==> src/rtl/wb_mon_pkg.sv <==
// Shared types for the writeback trace monitor: FSM state encoding and verdict codes.
package wb_mon_pkg;

  typedef enum logic [2:0] {
    ST_IDLE,
    ST_RUN,
    ST_CHECK,
    ST_PASS,
    ST_FAIL
  } mon_state_t;

  localparam logic [1:0] FAIL_NONE    = 2'b00;
  localparam logic [1:0] FAIL_SIG     = 2'b01;
  localparam logic [1:0] FAIL_TIMEOUT = 2'b10;

endpackage

==> src/rtl/wb_misr.sv <==
// Multiple-input signature register: shifts with polynomial feedback and folds in one data word per enable.
module wb_misr #(
  parameter int unsigned       DATA_W = 32,
  parameter logic [DATA_W-1:0] POLY   = DATA_W'(32'h04C11DB7),
  parameter logic [DATA_W-1:0] SEED   = '0
) (
  input  logic              clk,
  input  logic              reset,
  input  logic              clear,
  input  logic              enable,
  input  logic [DATA_W-1:0] data,
  output logic [DATA_W-1:0] signature
);

  logic [DATA_W-1:0] sig_next;

  // Clear takes priority so a new run always starts from SEED.
  always_comb begin
    sig_next = signature;
    if (clear) begin
      sig_next = SEED;
    end else if (enable) begin
      sig_next = {signature[DATA_W-2:0], 1'b0}
               ^ (signature[DATA_W-1] ? POLY : '0)
               ^ data;
    end
  end

  always_ff @(posedge clk or negedge reset) begin
    if (!reset) begin
      signature <= SEED;
    end else begin
      signature <= sig_next;
    end
  end

endmodule

==> src/rtl/wb_trace_monitor.sv <==
// Writeback trace monitor: MISR signature, retire/cycle counters and a pass/fail verdict per run.
// Define WB_HIST_EN to add a readable history buffer of the most recent accepted writes.
module wb_trace_monitor
  import wb_mon_pkg::*;
#(
  parameter int unsigned       DATA_W     = 32,
  parameter int unsigned       CNT_W      = 16,
  parameter int unsigned       CYC_W      = 20,
  parameter int unsigned       MAX_CYCLES = 60,
  parameter logic [31:0]       POLY       = 32'h04C11DB7,
  parameter logic [DATA_W-1:0] SEED       = '0
`ifdef WB_HIST_EN
  , parameter int unsigned     HIST_DEPTH = 8
`endif
) (
  input  logic              clk,
  input  logic              reset,
  input  logic              start,
  input  logic              wb_valid,
  input  logic [DATA_W-1:0] wb_data,
  input  logic [DATA_W-1:0] exp_sig,
  input  logic [CNT_W-1:0]  exp_count,
  output logic              busy,
  output logic              done,
  output logic              pass,
  output logic [1:0]        fail_code,
  output logic [DATA_W-1:0] signature,
  output logic [CNT_W-1:0]  retire_count,
  output logic [CYC_W-1:0]  cycle_count
`ifdef WB_HIST_EN
  , input  logic [$clog2(HIST_DEPTH)-1:0] hist_idx,
  output logic [DATA_W-1:0]               hist_data
`endif
);

  localparam logic [CYC_W-1:0] TIMEOUT_AT = CYC_W'(MAX_CYCLES - 1);

  mon_state_t       state_q, state_d;
  logic [CNT_W-1:0] exp_count_q;
  logic [1:0]       fail_d;
  logic             run_start;
  logic             misr_clear;
  logic             misr_en;
  logic             accept;
  logic             last_write;
  logic             timeout;
  logic             busy_d, done_d, pass_d;

  assign accept     = wb_valid && (state_q == ST_RUN);
  assign last_write = accept && ((retire_count + CNT_W'(1)) == exp_count_q);
  assign timeout    = (cycle_count >= TIMEOUT_AT);

  wb_misr #(
    .DATA_W (DATA_W),
    .POLY   (DATA_W'(POLY)),
    .SEED   (SEED)
  ) u_misr (
    .clk       (clk),
    .reset     (reset),
    .clear     (misr_clear),
    .enable    (misr_en),
    .data      (wb_data),
    .signature (signature)
  );

  // Next-state and control decode; completion is tested before timeout so it wins a tie.
  always_comb begin
    state_d    = state_q;
    fail_d     = fail_code;
    run_start  = 1'b0;
    misr_clear = 1'b0;
    misr_en    = 1'b0;
    case (state_q)
      ST_IDLE, ST_PASS, ST_FAIL: begin
        if (start) begin
          run_start  = 1'b1;
          misr_clear = 1'b1;
          fail_d     = FAIL_NONE;
          state_d    = (exp_count == '0) ? ST_CHECK : ST_RUN;
        end
      end
      ST_RUN: begin
        misr_en = wb_valid;
        if (last_write) begin
          state_d = ST_CHECK;
        end else if (timeout) begin
          state_d = ST_FAIL;
          fail_d  = FAIL_TIMEOUT;
        end
      end
      ST_CHECK: begin
        if (signature == exp_sig) begin
          state_d = ST_PASS;
        end else begin
          state_d = ST_FAIL;
          fail_d  = FAIL_SIG;
        end
      end
      default: state_d = ST_IDLE;
    endcase
    busy_d = (state_d == ST_RUN) || (state_d == ST_CHECK);
    done_d = (state_d == ST_PASS) || (state_d == ST_FAIL);
    pass_d = (state_d == ST_PASS);
  end

  always_ff @(posedge clk or negedge reset) begin
    if (!reset) begin
      state_q   <= ST_IDLE;
      fail_code <= FAIL_NONE;
      busy      <= 1'b0;
      done      <= 1'b0;
      pass      <= 1'b0;
    end else begin
      state_q   <= state_d;
      fail_code <= fail_d;
      busy      <= busy_d;
      done      <= done_d;
      pass      <= pass_d;
    end
  end

  // Run counters; cycle_count saturates, retire_count is bounded by the latched target.
  always_ff @(posedge clk or negedge reset) begin
    if (!reset) begin
      cycle_count  <= '0;
      retire_count <= '0;
      exp_count_q  <= '0;
    end else if (run_start) begin
      cycle_count  <= '0;
      retire_count <= '0;
      exp_count_q  <= exp_count;
    end else if (state_q == ST_RUN) begin
      if (cycle_count != '1) begin
        cycle_count <= cycle_count + CYC_W'(1);
      end
      if (accept) begin
        retire_count <= retire_count + CNT_W'(1);
      end
    end
  end

`ifdef WB_HIST_EN
  localparam int unsigned HIST_AW = $clog2(HIST_DEPTH);
  localparam logic [HIST_AW:0] HIST_FULL = (HIST_AW + 1)'(HIST_DEPTH);

  logic [DATA_W-1:0]  hist_mem [HIST_DEPTH];
  logic [HIST_AW-1:0] hist_wr_ptr;
  logic [HIST_AW:0]   hist_fill;
  logic [HIST_AW-1:0] hist_rd_slot;

  // Fill level masks slots left over from an earlier run so they read as zero.
  always_ff @(posedge clk or negedge reset) begin
    if (!reset) begin
      hist_wr_ptr <= '0;
      hist_fill   <= '0;
    end else if (run_start) begin
      hist_wr_ptr <= '0;
      hist_fill   <= '0;
    end else if (accept) begin
      hist_wr_ptr <= hist_wr_ptr + HIST_AW'(1);
      if (hist_fill != HIST_FULL) begin
        hist_fill <= hist_fill + (HIST_AW + 1)'(1);
      end
    end
  end

  always_ff @(posedge clk) begin
    if (accept) begin
      hist_mem[hist_wr_ptr] <= wb_data;
    end
  end

  assign hist_rd_slot = hist_wr_ptr - hist_idx - HIST_AW'(1);
  assign hist_data    = ({1'b0, hist_idx} < hist_fill) ? hist_mem[hist_rd_slot] : '0;
`endif

endmodule
==> config.mk <==
export PLATFORM = sky130hd
export DESIGN_NAME = wb_trace_monitor
export DESIGN_NICKNAME = d
export VERILOG_FILES = /design/src/rtl/wb_mon_pkg.sv /design/src/rtl/wb_misr.sv /design/src/rtl/wb_trace_monitor.sv
export SDC_FILE = /design/constraint.sdc
export NUM_CORES = 1
export LEC_CHECK = 0
export ABC_AREA = 1
export ABC_CLOCK_PERIOD_IN_PS = 2300
export CORE_UTILIZATION = 50
export CTS_BUF_LIST = sky130_fd_sc_hd__clkbuf_4
export DETAILED_ROUTE_END_ITERATION = 10
export PLACE_DENSITY = 0.91
export SETUP_SLACK_MARGIN = 0.2
export SLEW_MARGIN = 20
export SYNTH_ARGS = -nofsm -noshare
export SYNTH_HDL_FRONTEND = slang
export SYNTH_SLANG_ARGS = --single-unit
export TNS_END_PERCENT = 10
==> constraint.sdc <==
create_clock -name clk -period 2.3 [get_ports clk]
set_clock_uncertainty 0.15 [all_clocks]
set_input_delay 0.345 -clock clk [delete_from_list [all_inputs] [get_ports clk]]
set_output_delay 0.345 -clock clk [all_outputs]
set_load 0.02 [all_outputs]
# After elaboration in Yosys (flattened, before gate mapping)
# Index checks and enable logic that the tools add are counted.
# word_totals
reg_bits	92
latch_bits	0
ramBits	0
rom_bits	0
inputBits	84
output_inout_bits	73
word_cells	67
mem_count	0
# classes
add_sub_neg	2
mul	0
n_div	0
order_cmp	1
eq_ne	15
n_shift	0
n_mux	23
bitwise_logic	2
reduce_logical	15
# ops
cell	n
two-way mux 32 bit	2
XOR 32 bit	2
two-way mux 20 bit	3
two-way mux 16 bit	3
equality test 32 bit	1
two-way mux 27 bit	1
adder 20 x 1 -> 20 bit (second input constant)	1
>= comparator 20 x 6 -> 1 bit (second input constant)	1
!= test 20 bit (second input constant)	1
adder 16 x 1 -> 16 bit (second input constant)	1
equality test 16 bit	1
zero test 16 bit	1
equality test 3 x 2 -> 1 bit (second input constant)	4
two-way mux 3 bit	4
two-way mux 2 bit	5
one-hot mux 3 bit (3 select lines)	1
!= test 2 bit (second input constant)	4
nonzero test 2 bit	4
equality test 3 x 1 -> 1 bit (second input constant)	2
equality test 3 bit (second input constant)	2
one-hot mux 2 bit (3 select lines)	1
AND reduction 5 bit	1
AND reduction 2 bit	2
zero test 3 bit	1
5 further kinds	9

# Logic depth before layout (Yosys ltp)
# Gate-level depths: netlist (run 1).
# depth
depth_word	7
ltp_mapped	15
ltp_nobuf	15

# Cells and area by module
# Synthesis (run 1) repeated with hierarchy kept, for this count alone.
# unflattened
cells_unflattened	767
area_unflattened_um2	5647.9
# by_module_without_submodules
mod	n_inst	cells_per_inst	area_per_inst_um2	seq_area_each_um2
wb_trace_monitor	1	543	3901.2	1501.4
wb_misr	1	224	1746.7	800.8

# Least setup slack after synthesis (run 1)
# Ideal clock, no wire load.
# synth_timing
kind	register -> register
from	reg retire_count[0]
to	reg done
setup_ps	122
arrival_ps	1905
t_required_ps	2028
slack_ps	123
path_stages_with_launch	15
n_path_buf	0
path_cell_list	dfrtp_1 > ha_1 > nand3_1 > nor2_1 > nand4_1 > nand2_1 > nand2_1 > nand2_1 > nand2_1 > nor2_1 > nand3_4 > nand2_4 > nand2_4 > nand2_1 > nand2_1
# synth_via
elab_chain_cells	7
word_cells_on_any_way	8
# synth_lines
element	line	source
start: declaration	wb_trace_monitor.sv:28	output logic [CNT_W-1:0] retire_count,
start signal: assignment	wb_trace_monitor.sv:137	retire_count <= retire_count + CNT_W'(1);
adder 16 x 1 -> 16 bit (*)	wb_trace_monitor.sv:50	assign last_write = accept && ((retire_count + CNT_W'(1)) == exp_count_q);
equality test 16 bit (*)	wb_trace_monitor.sv:50	
logical AND 1 bit (*)	wb_trace_monitor.sv:50	
two-way mux 3 bit (*)	wb_trace_monitor.sv:84	if (last_write) begin
one-hot mux 3 bit (3 select lines) (*)	wb_trace_monitor.sv:73	case (state_q)
net state_d[0]	wb_trace_monitor.sv:38	mon_state_t state_q, state_d;
equality test 3 x 2 -> 1 bit / equality test 3 bit (equally long branches)	wb_trace_monitor.sv:102	done_d = (state_d == ST_PASS) || (state_d == ST_FAIL);
logical OR 1 bit (*)	wb_trace_monitor.sv:102	
net done_d	wb_trace_monitor.sv:47	logic busy_d, done_d, pass_d;
end signal: assignment	wb_trace_monitor.sv:117	done <= done_d;
end: declaration	wb_trace_monitor.sv:24	output logic done,
# Mark *: on every way through the listed nets, which the timed path passes. The rest lies on a longest branch.
# A chain may end at the register's enable or synchronous reset.

# Worst setup path after layout (run 1)
# layout_timing
from	reg retire_count[1]
to	reg busy
# layout_via
elab_chain_cells	7
word_cells_on_any_way	8
# layout_lines
element	line	source
adder 16 x 1 -> 16 bit (*)	wb_trace_monitor.sv:50	
equality test 16 bit (*)	wb_trace_monitor.sv:50	
logical AND 1 bit (*)	wb_trace_monitor.sv:50	
two-way mux 3 bit (*)	wb_trace_monitor.sv:84	
one-hot mux 3 bit (3 select lines) (*)	wb_trace_monitor.sv:73	
net state_d[0]	wb_trace_monitor.sv:38	
equality test 3 x 1 -> 1 bit / equality test 3 x 2 -> 1 bit (equally long branches)	wb_trace_monitor.sv:101	busy_d = (state_d == ST_RUN) || (state_d == ST_CHECK);
logical OR 1 bit (*)	wb_trace_monitor.sv:101	
net busy_d	wb_trace_monitor.sv:47	
end signal: assignment	wb_trace_monitor.sv:116	busy <= busy_d;
end: declaration	wb_trace_monitor.sv:23	output logic busy,
# Marks and branches as above.

==> flow_summary.yaml, run 1 <==
synth:
  synth_seq_cells: 92
  synth-main-ff-cell: "dfrtp_1"
  yosysUniqueCellTypes: 36
  synthCells: 704
  synth_nets: 790
  synth.largest_area_cell: "dfrtp_1"
  synth.top_cell.area_share_pct: 42.0
  ys_top_cells_by_area: "dfrtp_1 (42%), nand2_1 (11%), xnor2_1 (6.9%), nand3_1 (6.6%), inv_1 (5.3%)"
  syn_area_um2: 5480
  ys_warn_count: 0
  syn_area_per_cell_um2: 7.78
  synth_edf_count: 0
  async_flop_share_pct: 100
  seq_area_frac_synth_pct: 42.0
min_path:
  hp-class: "in -> async"
layout:
  area_delta_synth_final_pct: 40.4
  layout_commonest_cell: "nand2_1"
  drive_gt1_share_pct: 13.1
  final_cell_mix: "nand2_1 (146), clkdlybuf4s50_1 (142), inv_1 (77)"
  stdcell_count: 1014
  fin_nets: 958
route:
  drc_errors: 0
  drt_iter0_drc: 559
  first_pass_iters: 5
  wl_um: 15800
  drtAntennaViolNets: 0
  wl_per_cell_um: 15.6
  num_vias: 5587
  avgViaCountPerCell: 5.51
pwr:
  seq_power_share_pct: 35.0
  total_leakage_power_nw: 3.46
  switching_share_pct: 44.8
  p_switching_mw: 3.59
  combPwrFrac_pct: 52.8
  p_int_mw: 4.41
  p_total_mw: 8.00
  clkPwrFrac_pct: 12.2
  vdd_drop_max_v: 0.000519
  p_per_area_nw_per_um2: 1040
cts:
  cts_tree: "built"
  root_buffer: "clkbuf_4"
  cts_made_buffers: 9
  path_clk_slew_ns: 0.19
  cts_buffer_depth: 2
  clkLatencyLatePin_ns: 0.46
  clock_sinks: 92
  h-tree-depth: 3
worst_setup_path:
  r2r-start: "retire_count[1]"
  worst_ep_arrival_time_ns: 2.38
  crit_required_ns: 2.47
  crit_slowest_cell: "dfrtp_2"
  path_class: "reg -> reg"
  r2r_setup_slack_ns: 0.09
  endpoint_kind: "flop"
  worstSetupStartpoint: "retire_count[1]"
  crit_fanout: 8
  critPathMaxStageDelay_ns: 0.42
  path_cells: "buf_6 > nand2_4 > nor2_4 > nand2_4 > nor2_4 > nand2_1 > nand2_1 > nand2_2 > nand2_2 > nand2_2 > nor2_4 > nand3_4 > nand2_4 > nand2_4 > nand2_1 > nand2_1"
  start_kind: "flop"
global_routing:
  antenna_found_initial: 0
  grt_usage_pct: 27.6
  grt_pass1_wl_um: 24800
  grt_max_degree: 63
  grt.overflow.total: 0
  first_global_vias: 5191
timing:
  hold_viol: 0
  hold_slack_ns: 0.215
  finalWorstPathRequiredPeriod_ns: 2.21
  rsz0062_at_grt: "yes"
  fin_ws_ns: 0.0925
  worstMarginPinSlew_ns: 0.567
  slew_viol_final: 0
  finalSetupViolCount: 0
  finalCritPeriodShare_pct: 96.0
  fmax_ghz: 0.453
  slew_headroom_pct: 62.2
floorplan:
  coreArea_um2: 10500
  io_pins: 157
  die_h_um: 107
  core.rowCount: 37
  die_area_um2: 11400
  die_w_um: 107
  initial_utilization_pct: 52.4
place:
  gp_congestion: 0.918
  dp_hpwl_um: 11700
  post-place-ws_ns: -0.0590
  io_buffers: 156
  dp_cells: 991
outcome:
  status: "finished, final reports clean"
run:
  drv_cap: 0
flip-flops by register name (all words and copies together) (netlist names):
signal / flops
pass: 1
state_q: 3
fail_code: 2
cycle_count: 20
u_misr.signature: 32
busy: 1
retire_count: 16
exp_count_q: 16
done: 1
per-stage QoR:
step | setup TNS (ns) | cell area, um^2 | util [%]
4_1_cts | 0 | 7450 | 71.2
5_1_grt | -0.0804 | 7690 | 73.5
6_report | 0 | 7690 | 73.5
3_3_place_gp | -0.0351 | 7260 | 69.4
2_1_floorplan | 0 | 5480 | -
3_5_place_dp | -0.150 | 7260 | 69.4
cell families (layout without fill, tap and decap cells):
group	Yosys count	in the layout	share of synthesized area [%]
and+or+nand+nor	342	342	29.3
AOI/OAI and AO/OA	100	100	10.1
buffers and inverters	99	272	6.88
DFF	92	92	42.0
xor gates and xnor gates	69	69	11.3
adders and majority gates	2	2	0.457
other	0	1	0
routing by layer:
| layer | GRT usage, % | wire [um] |
|---|---|---|
| met4 | 8.22 | 312 |
| met3 | 4.19 | 1310 |
| met5 | 0 | 0 |
| met2 | 47.2 | 7620 |
| met1 | 36.2 | 6570 |
power groups by stage:
stage | logic [mW] | registers, mW | clock network (mW)
2_1_floorplan | 2.05 | 3.12 | 0
3_3_place_gp | 3.92 | 2.77 | 0
3_5_place_dp | 4.03 | 2.79 | 0
4_1_cts | 4.07 | 2.75 | 1.00
5_1_grt | 4.62 | 2.87 | 1.06
6_report | 4.22 | 2.80 | 0.980
critical path, delay by kind of cell, from the launching register on:
| family | cells | cell delay, ns |
|---|---|---|
| and+or+nand+nor | 15 | 1.39 |
| DFF | 1 | 0.42 |
| buffers and inverters | 1 | 0.13 |
layout make-up:
cell class | instances | area, um^2
clock buffer | 9 | 67.6
multi-input combinational | 513 | 2970
fill | 742 | 2770
antenna | 1 | 2.50
clock inverter | 7 | 91.3
tap | 136 | 170
sequential | 92 | 2320
inverter | 80 | 303
timing repair buffer | 176 | 1760
synth_stat cells, types with 2 or more instances:
master / number
a21oi_1: 13
buf_2: 4
clkbuf_1: 14
dfrtp_1: 92
ha_1: 2
inv_1: 78
inv_2: 2
nand2_1: 155
nand2_2: 2
nand2_4: 3
nand3_1: 72
nand3b_1: 5
nand4_1: 18
nor2_1: 43
nor2_2: 2
nor2_4: 5
nor3_1: 13
nor4_1: 7
o21a_1: 2
o21ai_0: 53
o22ai_1: 26
or2_2: 13
xnor2_1: 43
xor2_1: 25
timing repair:
action | CTS | global route
endpoints found under the setup margin | 14 | 79
setup buffers | 1 | 4
hold buffers | 1 | 0
pin swaps | 1 | 23
resized for setup | 4 | 69
endpoints found under the hold margin | 28 | 0
final timing paths:
path	endpoint	cells past startpoint
min in group clk	exp_count_q[5]	3
max in group asynchronous	retire_count[9]	3
setup reg to reg	busy	16
setup / recovery	busy	16
hold / removal	cycle_count[6]	2
hold reg to reg	fail_code[1]	2
No activity file was read; power rests on OpenSTA's default activity.
==> run 2, diff against run 1 <==
--- a/config.mk
+++ b/config.mk
@@ -11,6 +11,7 @@
 export CTS_BUF_LIST = sky130_fd_sc_hd__clkbuf_4
 export DETAILED_ROUTE_END_ITERATION = 10
 export PLACE_DENSITY = 0.91
+export REMOVE_ABC_BUFFERS = 1
 export SETUP_SLACK_MARGIN = 0.2
 export SLEW_MARGIN = 20
 export SYNTH_ARGS = -nofsm -noshare
==> constraint.sdc (replaced) <==
create_clock -name clk -period 2.3 [get_ports clk]
set_clock_uncertainty 0.15 [all_clocks]
set_input_delay 0.23 -clock clk [delete_from_list [all_inputs] [get_ports clk]]
set_output_delay 0.23 -clock clk [all_outputs]
set_load 0.02 [all_outputs]
==> flow_summary.yaml, run 2 (synthesized netlist as in run 1, its figures left out) <==
outcome:
  status: "finished, final reports clean"
route:
  drc_errors: 0
  wl_um: 15400
  drtAntennaViolNets: 0
  num_vias: 5518
  first_pass_iters: 5
  avgViaCountPerCell: 5.44
  drt_iter0_drc: 254
  wl_per_cell_um: 15.2
pwr:
  vdd_drop_max_v: 0.000616
  total_leakage_power_nw: 3.29
  p_total_mw: 7.87
  p_per_area_nw_per_um2: 1040
floorplan:
  die_area_um2: 11400
  initial_utilization_pct: 52.4
  io_pins: 157
  core.rowCount: 37
  die_w_um: 107
  coreArea_um2: 10500
  die_h_um: 107
layout:
  area_delta_synth_final_pct: 37.9
  layout_commonest_cell: "clkdlybuf4s50_1"
  stdcell_count: 1015
  fin_area_um2: 7550
  drive_gt1_share_pct: 10.7
  utilization_pct: 72.2
  fin_nets: 960
  seqCellArea_um2: 2310
  multi_input_area_um2: 2890
  top_regs: "u_misr.signature x32, cycle_count x20"
  final_cell_mix: "clkdlybuf4s50_1 (154), nand2_1 (148), dfrtp_1 (89)"
  largest_reg_flops: 32
  num-fill-cells: 838
  largest-register: "u_misr.signature"
  diodes: 0
timing:
  rsz0062_at_grt: "yes"
  finalCritPeriodShare_pct: 98.7
  hold_viol: 0
  setup_tns_ns: 0
  slew_viol_final: 0
  finalWorstPathRequiredPeriod_ns: 2.27
  worstMarginPinSlew_ns: 0.450
  finalSetupViolCount: 0
  slew_headroom_pct: 69.9
  fmax_ghz: 0.441
worst_setup_path:
  endpoint_kind: "flop"
  crit_required_ns: 2.46
  path_class: "reg -> reg"
  crit_fanout: 8
  worst_ep_arrival_time_ns: 2.43
  start_kind: "flop"
global_routing:
  antenna_found_initial: 0
  grt.overflow.total: 0
  grt_max_degree: 63
  first_global_vias: 5400
  grt_usage_pct: 27.3
  grt_pass1_wl_um: 24800
cts:
  clkLatencyLatePin_ns: 0.43
  cts_tree: "built"
  cts_made_buffers: 9
  path_clk_slew_ns: 0.16
  h-tree-depth: 3
  clock_sinks: 92
  root_buffer: "clkbuf_4"
  cts_buffer_depth: 2
place:
  io_buffers: 156
  placed_area_um2: 7270
  dp_cells: 993
  dp_hpwl_um: 11500
  gp_congestion: 0.912
min_path:
  hp-class: "in -> async"
run:
  drv_cap: 0
run 2: layer usage:
metal / track usage, % / up-vias / share of wire [%]
li1: - / 2661 / -
met1: 34.9 / 2606 / 41
met2: 46.9 / 214 / 50
met3: 3.71 / 37 / 6.6
met4: 10.6 / 0 / 2.6
met5: 0 / - / 0
run 2: repair_timing:
action                                  CTS  global route
endpoints found under the hold margin    37             0
setup buffers                             0             5
hold buffers                              1             0
endpoints found under the setup margin    9            24
gates resized for setup                   6            26
pin swaps                                 2            14
run 2: per-stage QoR:
step	hold WS [ns]	worst slack, ns
after floorplan	-0.216	-2.87
after global placement	0.0404	0.176
after detailed placement	0.0435	0.0857
after CTS	0.109	0.109
after global routing	0.121	-0.0781
final	0.0921	0.0308
run 2: critical path, stage by stage (launching register included):
cell     delay [ns]
dfrtp_1        0.42
buf_6          0.12
nand2_2        0.06
nor2_4         0.24
nand3_1        0.15
nand3_1        0.11
nand2_1        0.05
nor2_1         0.14
nand2_1        0.12
nor2_2         0.17
nand3_4        0.15
nand2_4        0.11
nand2_4        0.05
nand2_1        0.06
nand2_1        0.05
run 2: worst paths after layout:
path | from | endpoint | slack (ns) | depth (start not counted)
worst max-delay path | retire_count[1] | busy | 0.03 | 14
worst min-delay path | reset | u_misr.signature[13] | 0.09 | 2
worst max register to register | retire_count[1] | busy | 0.03 | 14
worst min register to register | fail_code[0] | fail_code[0] | 0.35 | 2
max in group asynchronous | reset | retire_count[3] | 1.20 | 3
min in group clk | exp_count[12] | exp_count_q[12] | 0.20 | 3
run 2: final cells by class:
type                       instances  share of cell area, %
tap                              136                   2.25
inverter                          80                   4.01
clock buffer                      10                  0.994
timing repair buffer             178                   23.1
clock inverter                     6                  0.845
sequential                        92                   30.5
multi-input combinational        513                   38.3
run 2: report_power, final:
part,switching [mW],internal [mW]
clock,0.575,0.345
combinational,2.31,1.89
sequential,0.590,2.15
==> RTL edit 1 (flow settings as in run 2) <==
Encoding of `mon_state_t`: now one-hot (5 bits for 5 states).
--- a/src/rtl/wb_mon_pkg.sv
+++ b/src/rtl/wb_mon_pkg.sv
@@ -1,12 +1,12 @@
 // Shared types for the writeback trace monitor: FSM state encoding and verdict codes.
 package wb_mon_pkg;
 
-  typedef enum logic [2:0] {
-    ST_IDLE,
-    ST_RUN,
-    ST_CHECK,
-    ST_PASS,
-    ST_FAIL
+  typedef enum logic [4:0] {
+    ST_IDLE  = 5'b00001,
+    ST_RUN   = 5'b00010,
+    ST_CHECK = 5'b00100,
+    ST_PASS  = 5'b01000,
+    ST_FAIL  = 5'b10000
   } mon_state_t;
 
   localparam logic [1:0] FAIL_NONE    = 2'b00;
Formal check against the unedited RTL: same outputs for any inputs over 10 cycles, from zero or initial values and one cycle with reset low; not proved beyond that.
==> RTL edit 1 against run 2 <==
Count of clock-buffer cells in the layout did not move. Sequential cell count rose by 2. Via count rose by 5.3%. Critical path type unchanged. Cell area rose by 4.7%. Combinational power rose by 8.1%. Critical endpoint is now cycle_count[2]. Total power rose by 3.8%. Non-clock buffer count rose by 7. Die area rose by 5.4%. Worst setup slack improved by 0.11 ns. Routed wire length rose by 5.5%. Highest routed layer unchanged. Area after synthesis rose by 5.5%. Global-route usage rose by 0.20 points. Sequential share of layout area fell by 0.56 points.
==> RTL edit 1: results (changes against run 2) <==
Synth
The sequential fraction of the synthesis area is 40.7% (-1.3 points). The unique cell type count in the Yosys netlist is 39 (+8.3%). The post-synthesis instance total came to 756 (+7.4%). Sorting the synthesized cells by how often they occur yields 166 x nand2_1, 101 x inv_1, 93 x dfrtp_1. By area the synthesized netlist is led by dfrtp_1 40%, nand2_1 11%, inv_1 6.6%.

Placed design
The placer's final routability congestion estimate is 0.896 (-1.8%). The half-perimeter wire length after detailed placement is 11800 um (+3.2%).

Setup path
The timing endpoint of the critical path is cycle_count[2]. The worst register-to-register path begins at cycle_count[1]. The signal arrival time at the worst endpoint was 2.34 ns (-0.09 ns). The register-to-register path setup slack is 0.14 ns (+0.11 ns). The critical path is of the reg -> reg type. The number of cells traversed by the worst register-to-register path is 10 (-4). The largest driver fanout on the critical path came to 5 (-3).

Final layout
The filler-free cell count of the finished design is 1082 (+6.6%). The proportion of layout cells with a drive suffix above 1 is 11.7% (+1.0 points). The final net count is 1022 (+6.5%).

Global route
The number of global-route vias before repair is 5361 (-0.72%). The overall global routing resource usage is 27.5% (+0.20 points). The initial antenna violation count was 1 (+1). The maximum number of pins on one net before global-route repair was 52 (-17%). The wire length of the first global-routing pass came to 25400 um (+2.3%).

Power and ir drop
The standby leakage power came to 3.58 nW (+8.9%). The maximum VDD drop was 543 uV (-12%).

Detailed routing
The violation count after the first detailed-routing iteration is 326 (+28%). The overall routed net length is 16300 um (+5.5%). The number of iterations in the first detailed-routing pass is 5 (unchanged). The number of vias in the routed layout is 5809 (+5.3%).

Outcome
The flow ran to the end, and the final reports show no timing, DRC or antenna violations.

Timing
The slew at the pin with the worst max-slew slack is 0.469 ns (+0.0184 ns).
-- RTL edit 1: logic make-up after synthesis --
kind of cell / count (synthesis) / synth area share (%)
simple gates: 353 / 28.2
buf+inv: 124 / 8.42
compound gates: 108 / 10.6
flops: 94 / 40.7
xor+xnor: 75 / 11.6
fa+ha+maj: 2 / 0.433
-- RTL edit 1: cell type report --
type / instances / area (sq um)
antenna: 1 / 2.50
clock buffer: 10 / 75.1
clock inverter: 6 / 38.8
fill: 863 / 3120
inverter: 106 / 400
multi-input combinational: 538 / 3030
sequential: 94 / 2370
tap: 140 / 175
timing repair buffer: 185 / 1800
timing repair inverter: 2 / 15.0
-- RTL edit 1: worst min-delay path by stage --
stage / startpoint / end / cells after the start
2_1_floorplan: reset / busy / 0
3_3_place_gp: reset / u_misr.signature[12] / 1
3_5_place_dp: reset / u_misr.signature[12] / 1
4_1_cts: reset / u_misr.signature[12] / 2
5_1_grt: reset / u_misr.signature[12] / 2
6_report: reset / u_misr.signature[12] / 2
-- RTL edit 1: timing repair --
action	4_1_cts	5_1_grt
buffers inserted	2	12
hold endpoints to repair	93	0
pin swaps	0	20
cloned	0	2
hold buffers	1	0
resized for setup	1	44
setup endpoints to repair	10	55
-- RTL edit 1: power by group --
part | internal, mW | switching, mW
sequential | 2.20 | 0.630
clock | 0.229 | 0.561
combinational | 2.03 | 2.51
total | 4.46 | 3.70
-- RTL edit 1: layer usage --
layer / track usage (%) / vias to the layer above / routed length [um]
met3: 4.80 / 43 / 887
met1: 35.4 / 2744 / 6710
met5: 0 / - / 0
met4: 12.5 / 0 / 524
met2: 45.5 / 208 / 8140
li1: - / 2814 / -
-- RTL edit 1: through the flow --
stage,setup WS (ns),instance area (sq um)
finish,0.145,7910
global route,0.0123,7910
CTS,0.190,7690
detailed placement,0.189,7550
global placement,0.248,7550
floorplan,-0.498,5690
-- RTL edit 1: worst max-delay path, stage by stage, from the launching register on --
cell	delay, ns
dfrtp_1	0.47
ha_4	0.20
nand2_2	0.09
nor2_2	0.17
nand2_1	0.08
nor2_2	0.13
nand2_2	0.09
a21oi_4	0.28
clkinvlp_4	0.22
nand4_1	0.10
o21ai_0	0.08
==> RTL edit 2 (flow settings as in run 2) <==
Without the edit above. `MAX_CYCLES`: 60 -> 45.
--- a/src/rtl/wb_trace_monitor.sv
+++ b/src/rtl/wb_trace_monitor.sv
@@ -6,7 +6,7 @@
   parameter int unsigned       DATA_W     = 32,
   parameter int unsigned       CNT_W      = 16,
   parameter int unsigned       CYC_W      = 20,
-  parameter int unsigned       MAX_CYCLES = 60,
+  parameter int unsigned       MAX_CYCLES = 45,
   parameter logic [31:0]       POLY       = 32'h04C11DB7,
   parameter logic [DATA_W-1:0] SEED       = '0
 `ifdef WB_HIST_EN
Formal check against the unedited RTL: no difference found for any inputs over 10 cycles, from zero or initial values and one cycle with reset low; that may be too few to reach the edited logic, so the function may still have changed.
==> RTL edit 2 against run 2 <==
Worst setup slack better by 0.077 ns. Routed wire length increased by 6.8%. Sequential cell count unchanged. Via count grew 1.8%. Die area grew 1.3%. Area after synthesis grew 1.3%. Count of clock-buffer cells in the layout did not move. First-iteration DRC count rose by 19%. Cell area is 2.0% higher. Sequential power is 6% lower. Total power down 6.2%. Largest power group unchanged. Highest routed layer unchanged.
==> RTL edit 2: results (changes against run 2) <==
Outcome
The run finished with clean final reports.

Global route
The wire length of the first global-routing pass is 26200 um (+5.6%). The initial antenna violation count is 1 (+1). The maximum number of pins on one net before global-route repair is 51 (-19%). The overall global routing resource usage is 29.5% (+2.2 points). The number of global-route vias before repair is 5538 (+2.6%).

Detailed routing
The mean routed wirelength per cell came to 15.9 um (+5.0%). The number of vias in the routed layout is 5616 (+1.8%). The uppermost layer routed is met4. The wire length on met1 is 6500 um (+2.8%). The number of iterations in the first detailed-routing pass is 5 (unchanged). The violation count after the first detailed-routing iteration came to 301 (+19%). The met2 wirelength from detailed routing was 8260 um (+7.5%). The detailed-routed wire length on met3 is 1060 um (+4.8%).

Synth
The async set or reset register ratio after synthesis is 100% (unchanged). The sequential fraction of the synthesis area came to 41.5% (-0.55 points). Ranked by instance count, the synthesized netlist is headed by 179 x nand2_1, 92 x dfrtp_1, 70 x inv_1. Yosys attributes the largest share of cell area to dfrtp_1 41%, nand2_1 12%, xnor2_1 7.3%.

The count of synthesis-stage warnings from yosys was 0 (unchanged). The unique cell type count in the Yosys netlist came to 34 (-5.6%). In the synthesized netlist the dominant register cell turns out to be dfrtp_1.

Setup path
The largest driver fanout on the critical path was 5 (-3). The signal arrival time at the worst endpoint is 2.39 ns (-0.04 ns). The register-to-register path setup slack is 0.11 ns (+0.08 ns).

Clocking
The clock latency of the later-clocked register in the worst-skew pair came to 0.45 ns (+0.02 ns). The number of buffers between clock root and the deepest sink is 2 (unchanged). The number of buffers inserted during clock tree synthesis is 9 (unchanged). The number of levels the H-tree was split into is 3 (unchanged).

CTS placed an instance of clkbuf_4 at the clock tree root. The clock transition at the registers of the reported paths is 0.16 ns (about the same).

Power and ir drop
The standby leakage power came to 3.27 nW (-0.40%). The maximum VDD drop was 514 uV (-16%).

Timing
The post-layout minimum cycle time is 2.19 ns (-0.0773 ns). The worst hold margin is 0.0759 ns (-0.0162 ns). The slew at the pin with the worst max-slew slack is 0.433 ns (-0.0173 ns).

Worst hold path
The class of the tightest hold or removal check is in -> async.

Placed design
The quantity of I/O buffers inserted on ports is 156 (unchanged). The placer's final routability congestion estimate is 0.926 (+1.5%). The worst slack at placement came to -0.0782 ns (-0.164 ns). The half-perimeter wire length after detailed placement was 12200 um (+6.7%).

Final layout
The final net count was 974 (+1.5%). The proportion of layout cells with a drive suffix above 1 came to 11.4% (+0.74 points). The largest registers in the layout are u_misr.signature: 32 flops, cycle_count: 20 flops.
==> RTL edit 2: cell count changes after synthesis, sizes merged, moves of 3 or more <==
cell / change
a21oi: -8
a22o: +5
buf: +5
clkbuf: -5
inv: -7
nand2: +26
nand3: -14
nor2: -3
nor3: +4
o21ai: -6
o22ai: -3
o31ai: +4
xnor2: +3
xor2: +11
==> RTL edit 2: routing by layer <==
layer  track usage [%]  vias to the layer above
met2              51.3                      227
met3              5.08                       63
met1              35.7                     2641
met5              2.86                        -
met4              12.7                        0
li1                  -                     2685
==> RTL edit 2: stage by stage <==
stage / instance area [sq um] / TNS (ns) / instances / total power, mW
after floorplan: 5470 / -34.64 / 692 / 4.72
after global placement: 7410 / 0 / 1012 / 6.20
after detailed placement: 7410 / -0.232 / 1012 / 6.33
after CTS: 7620 / 0 / 1032 / 7.30
after global routing: 7700 / -0.190 / 1033 / 7.86
final: 7700 / 0 / 1033 / 7.38
==> RTL edit 2: layout make-up <==
cell class | instances | area, sq um
flip-flops and latches | 92 | 2310
clock inverters | 6 | 62.6
multi-input cells | 526 | 2990
inverters | 74 | 280
clock buffers | 10 | 75.1
diodes | 1 | 2.50
fillers | 808 | 3140
repair buffers | 184 | 1810
well taps | 140 | 175
==> RTL edit 2: critical path: stages (launching register included) <==
cell	delay [ns]
dfrtp_1	0.44
buf_4	0.16
inv_1	0.07
nor2_4	0.19
nand2_2	0.11
nor2_1	0.12
nand2_1	0.07
nand3_1	0.09
nand3_1	0.12
nor2_4	0.16
nand3_4	0.14
a21oi_2	0.20
nand2_1	0.08
==> RTL edit 2: path summary, 6_finish.rpt <==
| kind | cells past startpoint | end | start |
|---|---|---|---|
| max in group asynchronous | 3 | retire_count[8] | reset |
| max | 12 | done | retire_count[1] |
| min | 2 | u_misr.signature[19] | reset |
| max reg2reg | 12 | done | retire_count[1] |
| min reg2reg | 2 | exp_count_q[1] | exp_count_q[1] |
| min in group clk | 3 | exp_count_q[0] | exp_count[0] |
==> RTL edit 2: what timing repair did <==
action                                  in CTS  in global routing
hold buffers                                 1                  0
endpoints found under the setup margin       7                 26
buffers inserted                             3                  0
pin swaps                                    9                  8
endpoints found under the hold margin       92                  0
cloned                                       0                  0
gates resized for setup                     11                 22
==> RTL edit 2: logic make-up (layout without fill, tap and decap cells) <==
kind of cell    Yosys count  after routing  synth area share [%]
simple gates            354            354                  29.4
fa+ha+maj                 3              3                 0.676
other cells               0              1                     0
compound gates           87             87                  9.04
flops                    92             92                  41.5
buf+inv                  93            274                  6.49
xor+xnor                 82             82                  12.9
==> RTL edit 2: power by group <==
group,internal (mW),total (mW),leakage [nW],switching (mW)
combinational,1.73,3.89,1.99,2.16
clock,0.345,0.921,0.0725,0.576
sequential,2.09,2.57,1.21,0.484
